**config.mk**
```make
export PLATFORM = sky130hd
export DESIGN_NAME = multicycle_control
export DESIGN_NICKNAME = d
export VERILOG_FILES = /design/src/rtl/ctrl_pkg.sv /design/src/rtl/alu_decoder.sv /design/src/rtl/multicycle_control.sv
export SDC_FILE = /design/constraint.sdc
export NUM_CORES = 1
export LEC_CHECK = 0
export BUFFER_PORTS_ARGS = -buffer_cell sky130_fd_sc_hd__buf_2
export CORE_MARGIN = 2
export CORE_UTILIZATION = 35
export CTS_CLUSTER_DIAMETER = 120
export CTS_CLUSTER_SIZE = 14
export DETAILED_ROUTE_END_ITERATION = 12
export PLACE_DENSITY = 0.63
export SLEW_MARGIN = 20
export SYNTH_ARGS = -nofsm -noshare
export SYNTH_HDL_FRONTEND = slang
export SYNTH_SLANG_ARGS = --single-unit
export TNS_END_PERCENT = 30
```
**constraint.sdc**
```tcl
create_clock -name clk -period 4.7 [get_ports clk]
set_input_delay 0 -clock clk [delete_from_list [all_inputs] [get_ports clk]]
set_output_delay 0 -clock clk [all_outputs]
set_load 0.02 [all_outputs]
```
**src/rtl/ctrl_pkg.sv**
```systemverilog
// Shared encodings for the multi-cycle RV32I control unit: FSM states, opcodes,
// ALU operations and datapath mux selects. Honours `BRANCH_EXT_EN (blt/bge/bltu/bgeu).
package ctrl_pkg;

  typedef enum logic [3:0] {
    FETCH, DECODE, MEMADR, MEMREAD, MEMWB, MEMWRITE, EXECR,
    EXECI, ALUWB, BRANCH, JAL, JALR, LUI
  } state_t;

  localparam logic [6:0] OP_LOAD   = 7'b0000011;
  localparam logic [6:0] OP_STORE  = 7'b0100011;
  localparam logic [6:0] OP_RTYPE  = 7'b0110011;
  localparam logic [6:0] OP_ITYPE  = 7'b0010011;
  localparam logic [6:0] OP_BRANCH = 7'b1100011;
  localparam logic [6:0] OP_JAL    = 7'b1101111;
  localparam logic [6:0] OP_JALR   = 7'b1100111;
  localparam logic [6:0] OP_LUI    = 7'b0110111;

  typedef enum logic [3:0] {
    ALU_ADD  = 4'b0000, ALU_SUB = 4'b0001, ALU_AND = 4'b0010, ALU_OR  = 4'b0011,
    ALU_XOR  = 4'b0100, ALU_SLT = 4'b0101, ALU_SLTU = 4'b0110, ALU_SLL = 4'b0111,
    ALU_SRL  = 4'b1000, ALU_SRA = 4'b1001
  } alu_ctrl_t;

  localparam logic [2:0] IMM_I = 3'b000;
  localparam logic [2:0] IMM_S = 3'b001;
  localparam logic [2:0] IMM_B = 3'b010;
  localparam logic [2:0] IMM_J = 3'b011;
  localparam logic [2:0] IMM_U = 3'b100;

  localparam logic [1:0] SRCA_PC    = 2'b00;
  localparam logic [1:0] SRCA_OLDPC = 2'b01;
  localparam logic [1:0] SRCA_RS1   = 2'b10;

  localparam logic [1:0] SRCB_RS2  = 2'b00;
  localparam logic [1:0] SRCB_IMM  = 2'b01;
  localparam logic [1:0] SRCB_FOUR = 2'b10;

  // RES_ALURESULT also feeds the PC; the datapath clears bit 0 there for jalr.
  localparam logic [1:0] RES_ALUOUT    = 2'b00;
  localparam logic [1:0] RES_DATA      = 2'b01;
  localparam logic [1:0] RES_ALURESULT = 2'b10;
  localparam logic [1:0] RES_IMM       = 2'b11;

  function automatic logic branchLegal(input logic [2:0] funct3);
    logic w_ok;
`ifdef BRANCH_EXT_EN
    w_ok = (funct3 != 3'b010) && (funct3 != 3'b011);
`else
    w_ok = (funct3 == 3'b000) || (funct3 == 3'b001);
`endif
    return w_ok;
  endfunction

endpackage

```
**src/rtl/alu_decoder.sv**
```systemverilog
// Combinational decode of opcode/funct3/funct7[5] into the ALU operation and an
// illegal-instruction flag. Branch legality depends on `BRANCH_EXT_EN.
module alu_decoder
  import ctrl_pkg::*;
(
  input  logic [6:0] i_opcode,
  input  logic [2:0] i_funct3,
  input  logic       i_funct7b5,
  output logic [3:0] o_aluCtrl,
  output logic       o_illegal
);

  // funct7[5] only means sub for R-type; for I-type it is an immediate bit except on shifts.
  always_comb begin
    o_aluCtrl = ALU_ADD;
    o_illegal = 1'b0;
    case (i_opcode)
      OP_RTYPE, OP_ITYPE: begin
        case (i_funct3)
          3'b000: o_aluCtrl = (i_opcode == OP_RTYPE && i_funct7b5) ? ALU_SUB : ALU_ADD;
          3'b001: begin
            o_aluCtrl = ALU_SLL;
            o_illegal = i_funct7b5;
          end
          3'b010: o_aluCtrl = ALU_SLT;
          3'b011: o_aluCtrl = ALU_SLTU;
          3'b100: o_aluCtrl = ALU_XOR;
          3'b101: o_aluCtrl = i_funct7b5 ? ALU_SRA : ALU_SRL;
          3'b110: o_aluCtrl = ALU_OR;
          default: o_aluCtrl = ALU_AND;
        endcase
        if (i_opcode == OP_RTYPE && i_funct7b5 && i_funct3 != 3'b000 && i_funct3 != 3'b101)
          o_illegal = 1'b1;
      end
      OP_LOAD, OP_STORE: o_illegal = (i_funct3 != 3'b010);
      OP_BRANCH: begin
        o_aluCtrl = ALU_SUB;
        o_illegal = !branchLegal(i_funct3);
      end
      OP_JALR: o_illegal = (i_funct3 != 3'b000);
      OP_JAL, OP_LUI: o_illegal = 1'b0;
      default: o_illegal = 1'b1;
    endcase
  end

endmodule

```
**src/rtl/multicycle_control.sv**
```systemverilog
// Multi-cycle FSM sequencing fetch/decode/execute/memory/writeback for RV32I subset,
// with retired-instruction counter. `BRANCH_EXT_EN adds blt/bge/bltu/bgeu.
module multicycle_control
  import ctrl_pkg::*;
#(
  parameter int DATA_WIDTH = 32,
  parameter int CNT_WIDTH  = 32
) (
  input  logic                  clk,
  input  logic                  rst,
  input  logic [DATA_WIDTH-1:0] i_instr,
  input  logic                  i_EQ,
  input  logic                  i_LT,
  input  logic                  i_LTU,
  input  logic                  i_mem_ready,
  output logic                  o_PCWrite,
  output logic                  o_IRWrite,
  output logic                  o_RegWrite,
  output logic                  o_MemWrite,
  output logic                  o_AdrSrc,
  output logic [1:0]            o_ALUSrcA,
  output logic [1:0]            o_ALUSrcB,
  output logic [1:0]            o_ResultSrc,
  output logic [2:0]            o_ImmSrc,
  output logic [3:0]            o_ALUctrl,
  output logic                  o_illegal,
  output logic                  o_retire,
  output logic [CNT_WIDTH-1:0]  o_instret
);

  state_t               r_state;
  state_t               w_nextState;
  logic [CNT_WIDTH-1:0] r_instret;
  logic [6:0]           w_opcode;
  logic [2:0]           w_funct3;
  logic [3:0]           w_decAluCtrl;
  logic                 w_decIllegal;
  logic                 w_pcWrite, w_irWrite, w_regWrite, w_memWrite, w_illegal, w_retire;
  logic                 w_unusedBits;

  assign w_opcode = i_instr[6:0];
  assign w_funct3 = i_instr[14:12];
  assign w_unusedBits = ^{i_instr[DATA_WIDTH-1:31], i_instr[29:15], i_instr[11:7], i_LT, i_LTU};

  alu_decoder u_aluDecoder (
    .i_opcode   (w_opcode),
    .i_funct3   (w_funct3),
    .i_funct7b5 (i_instr[30]),
    .o_aluCtrl  (w_decAluCtrl),
    .o_illegal  (w_decIllegal)
  );

  always_ff @(posedge clk or posedge rst) begin
    if (rst) begin
      r_state   <= FETCH;
      r_instret <= '0;
    end else begin
      r_state <= w_nextState;
      if (w_retire)
        r_instret <= r_instret + CNT_WIDTH'(1);
    end
  end

  always_comb begin
    w_nextState = r_state;
    w_pcWrite   = 1'b0;
    w_irWrite   = 1'b0;
    w_regWrite  = 1'b0;
    w_memWrite  = 1'b0;
    w_illegal   = 1'b0;
    w_retire    = 1'b0;
    o_AdrSrc    = 1'b0;
    o_ALUSrcA   = SRCA_PC;
    o_ALUSrcB   = SRCB_FOUR;
    o_ResultSrc = RES_ALUOUT;
    o_ImmSrc    = IMM_I;
    o_ALUctrl   = ALU_ADD;
    case (r_state)
      FETCH: begin
        o_ResultSrc = RES_ALURESULT;
        if (i_mem_ready) begin
          w_irWrite   = 1'b1;
          w_pcWrite   = 1'b1;
          w_nextState = DECODE;
        end
      end
      DECODE: begin
        o_ALUSrcA = SRCA_OLDPC;
        o_ALUSrcB = SRCB_IMM;
        o_ImmSrc  = (w_opcode == OP_JAL) ? IMM_J : IMM_B;
        if (w_decIllegal) begin
          w_illegal   = 1'b1;
          w_retire    = 1'b1;
          w_nextState = FETCH;
        end else begin
          case (w_opcode)
            OP_LOAD, OP_STORE: w_nextState = MEMADR;
            OP_RTYPE:          w_nextState = EXECR;
            OP_ITYPE:          w_nextState = EXECI;
            OP_BRANCH:         w_nextState = BRANCH;
            OP_JAL:            w_nextState = JAL;
            OP_JALR:           w_nextState = JALR;
            OP_LUI:            w_nextState = LUI;
            default:           w_nextState = FETCH;
          endcase
        end
      end
      MEMADR: begin
        o_ALUSrcA   = SRCA_RS1;
        o_ALUSrcB   = SRCB_IMM;
        o_ImmSrc    = (w_opcode == OP_STORE) ? IMM_S : IMM_I;
        w_nextState = (w_opcode == OP_LOAD) ? MEMREAD : MEMWRITE;
      end
      MEMREAD: begin
        o_AdrSrc = 1'b1;
        if (i_mem_ready) w_nextState = MEMWB;
      end
      MEMWB: begin
        w_regWrite  = 1'b1;
        o_ResultSrc = RES_DATA;
        w_retire    = 1'b1;
        w_nextState = FETCH;
      end
      MEMWRITE: begin
        o_AdrSrc   = 1'b1;
        w_memWrite = 1'b1;
        if (i_mem_ready) begin
          w_retire    = 1'b1;
          w_nextState = FETCH;
        end
      end
      EXECR, EXECI: begin
        o_ALUSrcA   = SRCA_RS1;
        o_ALUSrcB   = (r_state == EXECR) ? SRCB_RS2 : SRCB_IMM;
        o_ALUctrl   = w_decAluCtrl;
        w_nextState = ALUWB;
      end
      // jal/jalr link value PC+4 is recomputed here since ALUOut holds the target
      ALUWB: begin
        w_regWrite  = 1'b1;
        w_retire    = 1'b1;
        w_nextState = FETCH;
        if (w_opcode == OP_JAL || w_opcode == OP_JALR) begin
          o_ALUSrcA   = SRCA_OLDPC;
          o_ALUSrcB   = SRCB_FOUR;
          o_ResultSrc = RES_ALURESULT;
        end
      end
      BRANCH: begin
        o_ALUSrcA   = SRCA_RS1;
        o_ALUSrcB   = SRCB_RS2;
        o_ALUctrl   = ALU_SUB;
        o_ImmSrc    = IMM_B;
        w_retire    = 1'b1;
        w_nextState = FETCH;
        case (w_funct3)
          3'b000: w_pcWrite = i_EQ;
          3'b001: w_pcWrite = !i_EQ;
`ifdef BRANCH_EXT_EN
          3'b100: w_pcWrite = i_LT;
          3'b101: w_pcWrite = !i_LT;
          3'b110: w_pcWrite = i_LTU;
          3'b111: w_pcWrite = !i_LTU;
`endif
          default: w_pcWrite = 1'b0;
        endcase
      end
      JAL: begin
        o_ALUSrcA   = SRCA_OLDPC;
        o_ImmSrc    = IMM_J;
        w_pcWrite   = 1'b1;
        w_nextState = ALUWB;
      end
      JALR: begin
        o_ALUSrcA   = SRCA_RS1;
        o_ALUSrcB   = SRCB_IMM;
        o_ResultSrc = RES_ALURESULT;
        w_pcWrite   = 1'b1;
        w_nextState = ALUWB;
      end
      LUI: begin
        o_ImmSrc    = IMM_U;
        o_ResultSrc = RES_IMM;
        w_regWrite  = 1'b1;
        w_retire    = 1'b1;
        w_nextState = FETCH;
      end
      default: w_nextState = FETCH;
    endcase
  end

  // Reset masks every side effect combinationally so an aborted instruction writes nothing.
  assign o_PCWrite  = w_pcWrite  & ~rst;
  assign o_IRWrite  = w_irWrite  & ~rst;
  assign o_RegWrite = w_regWrite & ~rst;
  assign o_MemWrite = w_memWrite & ~rst;
  assign o_illegal  = w_illegal  & ~rst;
  assign o_retire   = w_retire   & ~rst;
  assign o_instret  = r_instret;

endmodule

```
==> summary.md <==
| Metric | Value |
|---|---|
| Status | finished, final reports clean |
| Worst skew pair latency | 0.29 ns |
| Tmin final | 2.55 ns |
| Power, Total | 0.000987 W |
| Number of global-route vias before repair | 2,223 |
| Hold Vio Cnt, Final | 0 |
| Rel. slew slack | 0.304 |
| RSZ-0062 raised after global routing | false |
| Synth Register Bits | 36 |
| Most used DFF post-synth | dfrtp_1 |
| DRC viols | 0 |
| Final Max Slew Viols | 0 |
| Placed Area | 2860 um2 |
| Reg2Reg Depth | 6 |
| Fin crit share | 0.542 |
| CTS Buf Count | 5 |
| Post-synth EDFFs | 0 |
| Clk_skew | 0.00657 ns |
| Post-Synthesis Cells | 282 |
| Synth cell types | 53 |
| Filler instances | 694 |
| Switching Share | 0.311 |
| Core area | 6830 um2 |
| Critical Path RT | 4.87 ns |
| Peak per-stage delay on the critical path | 0.88 ns |
| IO Pins | 90 |
| Power per cell area | 326 nW/um2 |
| WL/cell | 14.6 um |
| Max-cap viol count | 0 |
| CTS max path bufs | 2 |
| Async SR Flop Fraction | 1.00 |
| Sequential Power Share | 0.388 |
| Worst Hold End | r_state[3]$_DFFE_PP0P_ |
| Port buffer count | 66 |
| Worst Hold Depth | 3 |
| Finished Layout Cells | 439 |
| Leakage | 1.53 nW |
| Reg2reg setup slack | 2.15 ns |
| Reg-to-Reg Start | r_state[3]$_DFFE_PP0P_ |
| DRT iter0 DRCs | 138 |
| Cell Chain, Critical Path | nor2_1 -> nand2_1 -> nor2_1 -> a211oi_2 -> nor3_1 -> xor2_1 |
| Largest area contributor in the netlist | dfrtp_1 |
| Nets | 381 |
| Worst path buffer plus inverter count | 0 |
| Clock-pin slew on the worst setup and hold paths | 0.08 ns |
| Cts-stage hold buffer count | 1 |
| Internal | 0.000680 W |
| CTS tree | built |
| Synth top area cells | dfrtp_1 (36%), xor2_1 (9.2%), nor2_1 (4.7%) |
| First-pass iteration count of the detailed router | 4 |
| Vias per Instance | 5.28 |
| Switching power of the nets | 0.000307 W |
| Most common cell on crit path | nor2_1 |
| Synth top area share | 0.364 |
| DIE AREA | 7760 um2 |
| CP arrival | 2.72 ns |
| Clock power frac | 0.387 |
| Routability cong. | 0.888 |
| Final setup violation count | 0 |
| Peak supply drop | 0.253 mV |
| Max Freq | 0.392 GHz |
| Area grow syn2layout | 22.4% |
| Dpl cells | 430 |
| Antenna Violating Nets Remaining | 0 |
| Setup TNS | 0 ns |
| Syn nets | 321 |
| Final instance area | 3030 um2 |
| R2r endpoint | o_instret[18]$_DFFE_PP0P_ |
| List of most frequent post-synthesis cells | dfrtp_1 (36), nor2_1 (31), xor2_1 (26), nand2_1 (20), nand3_1 (19) |
| Largest net degree at the start of global routing | 22 |
| Root Buffer | clkbuf_8 |
| Share of cells above drive strength 1 | 0.271 |
| Crit path max fanout | 19 |
| Most numerous cell in the Yosys netlist | dfrtp_1 |
| Initial antenna violation count | 0 |
| Largest delay contributor family on the critical path | compound AO/OA/AOI/OAI gates |
| CP endpoint kind | flip-flop |
| Slowest-stage cell, CP | a211oi_2 |
| Remaining Overflow, GRT | 0 |
| Syn avg cell area | 8.77 um2 |
| Clk sinks | 36 |
| Die Ht | 88.1 um |
| Antenna fix cells | 0 |
| First-pass GRT wire length | 10,800 um |
| Gate power share | 0.226 |
| Mapped Area | 2470 um2 |
| H-tree levels | 2 |
| Worst-Margin Slew | 1.04 ns |
| # Post-CTS Setup Buffers | 0 |
| Std cell rows | 30 |
| Worst hold path class | in2reg |
| Final wirelength | 6390 um |
| Die width | 88.1 um |
| Gr usage total | 0.173 |
| Cts repair resizes | 0 |
| Starting density of the core | 0.362 |
| Final Util | 0.443 |
| Register area share after synthesis | 0.364 |
| Startpoint types | flip-flop |
| Vias | 2,320 |
| DP HPWL | 4590 um |
| Synth warnings | 0 |
| Hold_sp | i_instr[5] |
| Kind of critical path | reg2reg |
worst register-to-register path: stages, from the launching register on:
cell and delay (ns):
dfrtp_1 0.67, nor2_1 0.20, nand2_1 0.21, nor2_1 0.09, a211oi_2 0.88, nor3_1 0.18
xor2_1 0.19
kinds of logic after synthesis:
family / synth area share
AND/OR/NAND/NOR: 0.253
AO/OA/AOI/OAI: 0.192
flip-flops: 0.364
XOR/XNOR: 0.120
buffers and inverters: 0.0521
multiplexers: 0.0132
adder cells (fa/ha/maj): 0.00506
stage by stage:
step | hold WS [ns] | worst slack, ns
5_1_grt | 0.112 | 1.95
2_1_floorplan | 0.0769 | 2.78
6_report | 0.0931 | 2.15
3_5_place_dp | 0.158 | 2.20
4_1_cts | 0.0889 | 2.18
3_3_place_gp | 0.158 | 2.23
layout make-up:
type | count | area, um2 | area share
clock buffers | 5 | 68.8 | 0.0227
clock inverters | 3 | 90.1 | 0.0298
inverters | 13 | 48.8 | 0.0161
multi-input cells | 217 | 1440 | 0.477
flip-flops and latches | 36 | 901 | 0.298
well taps | 96 | 120 | 0.0397
repair buffers | 69 | 355 | 0.117
flip-flops by register name (all words and copies together) (netlist names):
name / flops
r_state: 4
o_instret: 32
worst max-delay path by stage:
stage,cells after the start,from,end,slack [ns]
after floorplan,6,o_instret[3]$_DFFE_PP0P_,o_instret[31]$_DFFE_PP0P_,2.78
after global placement,6,r_state[3]$_DFFE_PP0P_,o_instret[18]$_DFFE_PP0P_,2.23
after detailed placement,6,r_state[3]$_DFFE_PP0P_,o_instret[18]$_DFFE_PP0P_,2.20
after CTS,6,r_state[3]$_DFFE_PP0P_,o_instret[18]$_DFFE_PP0P_,2.18
after global routing,6,r_state[3]$_DFFE_PP0P_,o_instret[18]$_DFFE_PP0P_,1.95
final,6,r_state[3]$_DFFE_PP0P_,o_instret[18]$_DFFE_PP0P_,2.15
cells in the final DEF, fill, tap and decap left out, types with 2 or more instances in the layout:
master / Yosys / layout
buf_2: 9 / 66
dfrtp_1: 36 / 36
nor2_1: 31 / 31
xor2_1: 26 / 26
nand2_1: 20 / 20
nand3_1: 19 / 19
a21oi_1: 13 / 13
inv_1: 12 / 12
o21ai_0: 12 / 12
nor3_1: 11 / 11
a211oi_1: 8 / 8
xnor2_1: 8 / 8
and3_1: 7 / 7
nor2b_1: 6 / 6
nand2b_1: 6 / 6
a2111oi_2: 5 / 5
nand4_1: 5 / 5
clkbuf_8: 0 / 5
and4_1: 3 / 3
bufinv_16: 0 / 3
nand3b_4: 2 / 2
o21ai_2: 2 / 2
nand3b_1: 2 / 2
o21a_1: 2 / 2
nand4b_1: 2 / 2
a31oi_1: 2 / 2
o31ai_1: 2 / 2
buf_4: 0 / 2
metal layers:
layer | up-vias | wire [um] | global-route usage
met2 | 71 | 2880 | 0.260
met3 | 12 | 331 | 0.0377
met4 | 0 | 106 | 0.0496
met1 | 1117 | 3070 | 0.253
li1 | 1120 | - | -
met5 | - | 0 | 0
power groups by stage:
| stage | registers [W] | clock network (W) | logic (W) |
|---|---|---|---|
| global placement | 0.000387 | 0 | 0.000221 |
| detailed placement | 0.000388 | 0 | 0.000223 |
| CTS | 0.000382 | 0.000385 | 0.000224 |
| global route | 0.000390 | 0.000399 | 0.000245 |
| finish | 0.000383 | 0.000382 | 0.000223 |
| floorplan | 0.000412 | 0 | 0.000120 |
Note: power is estimated with default switching activity, not from simulation.
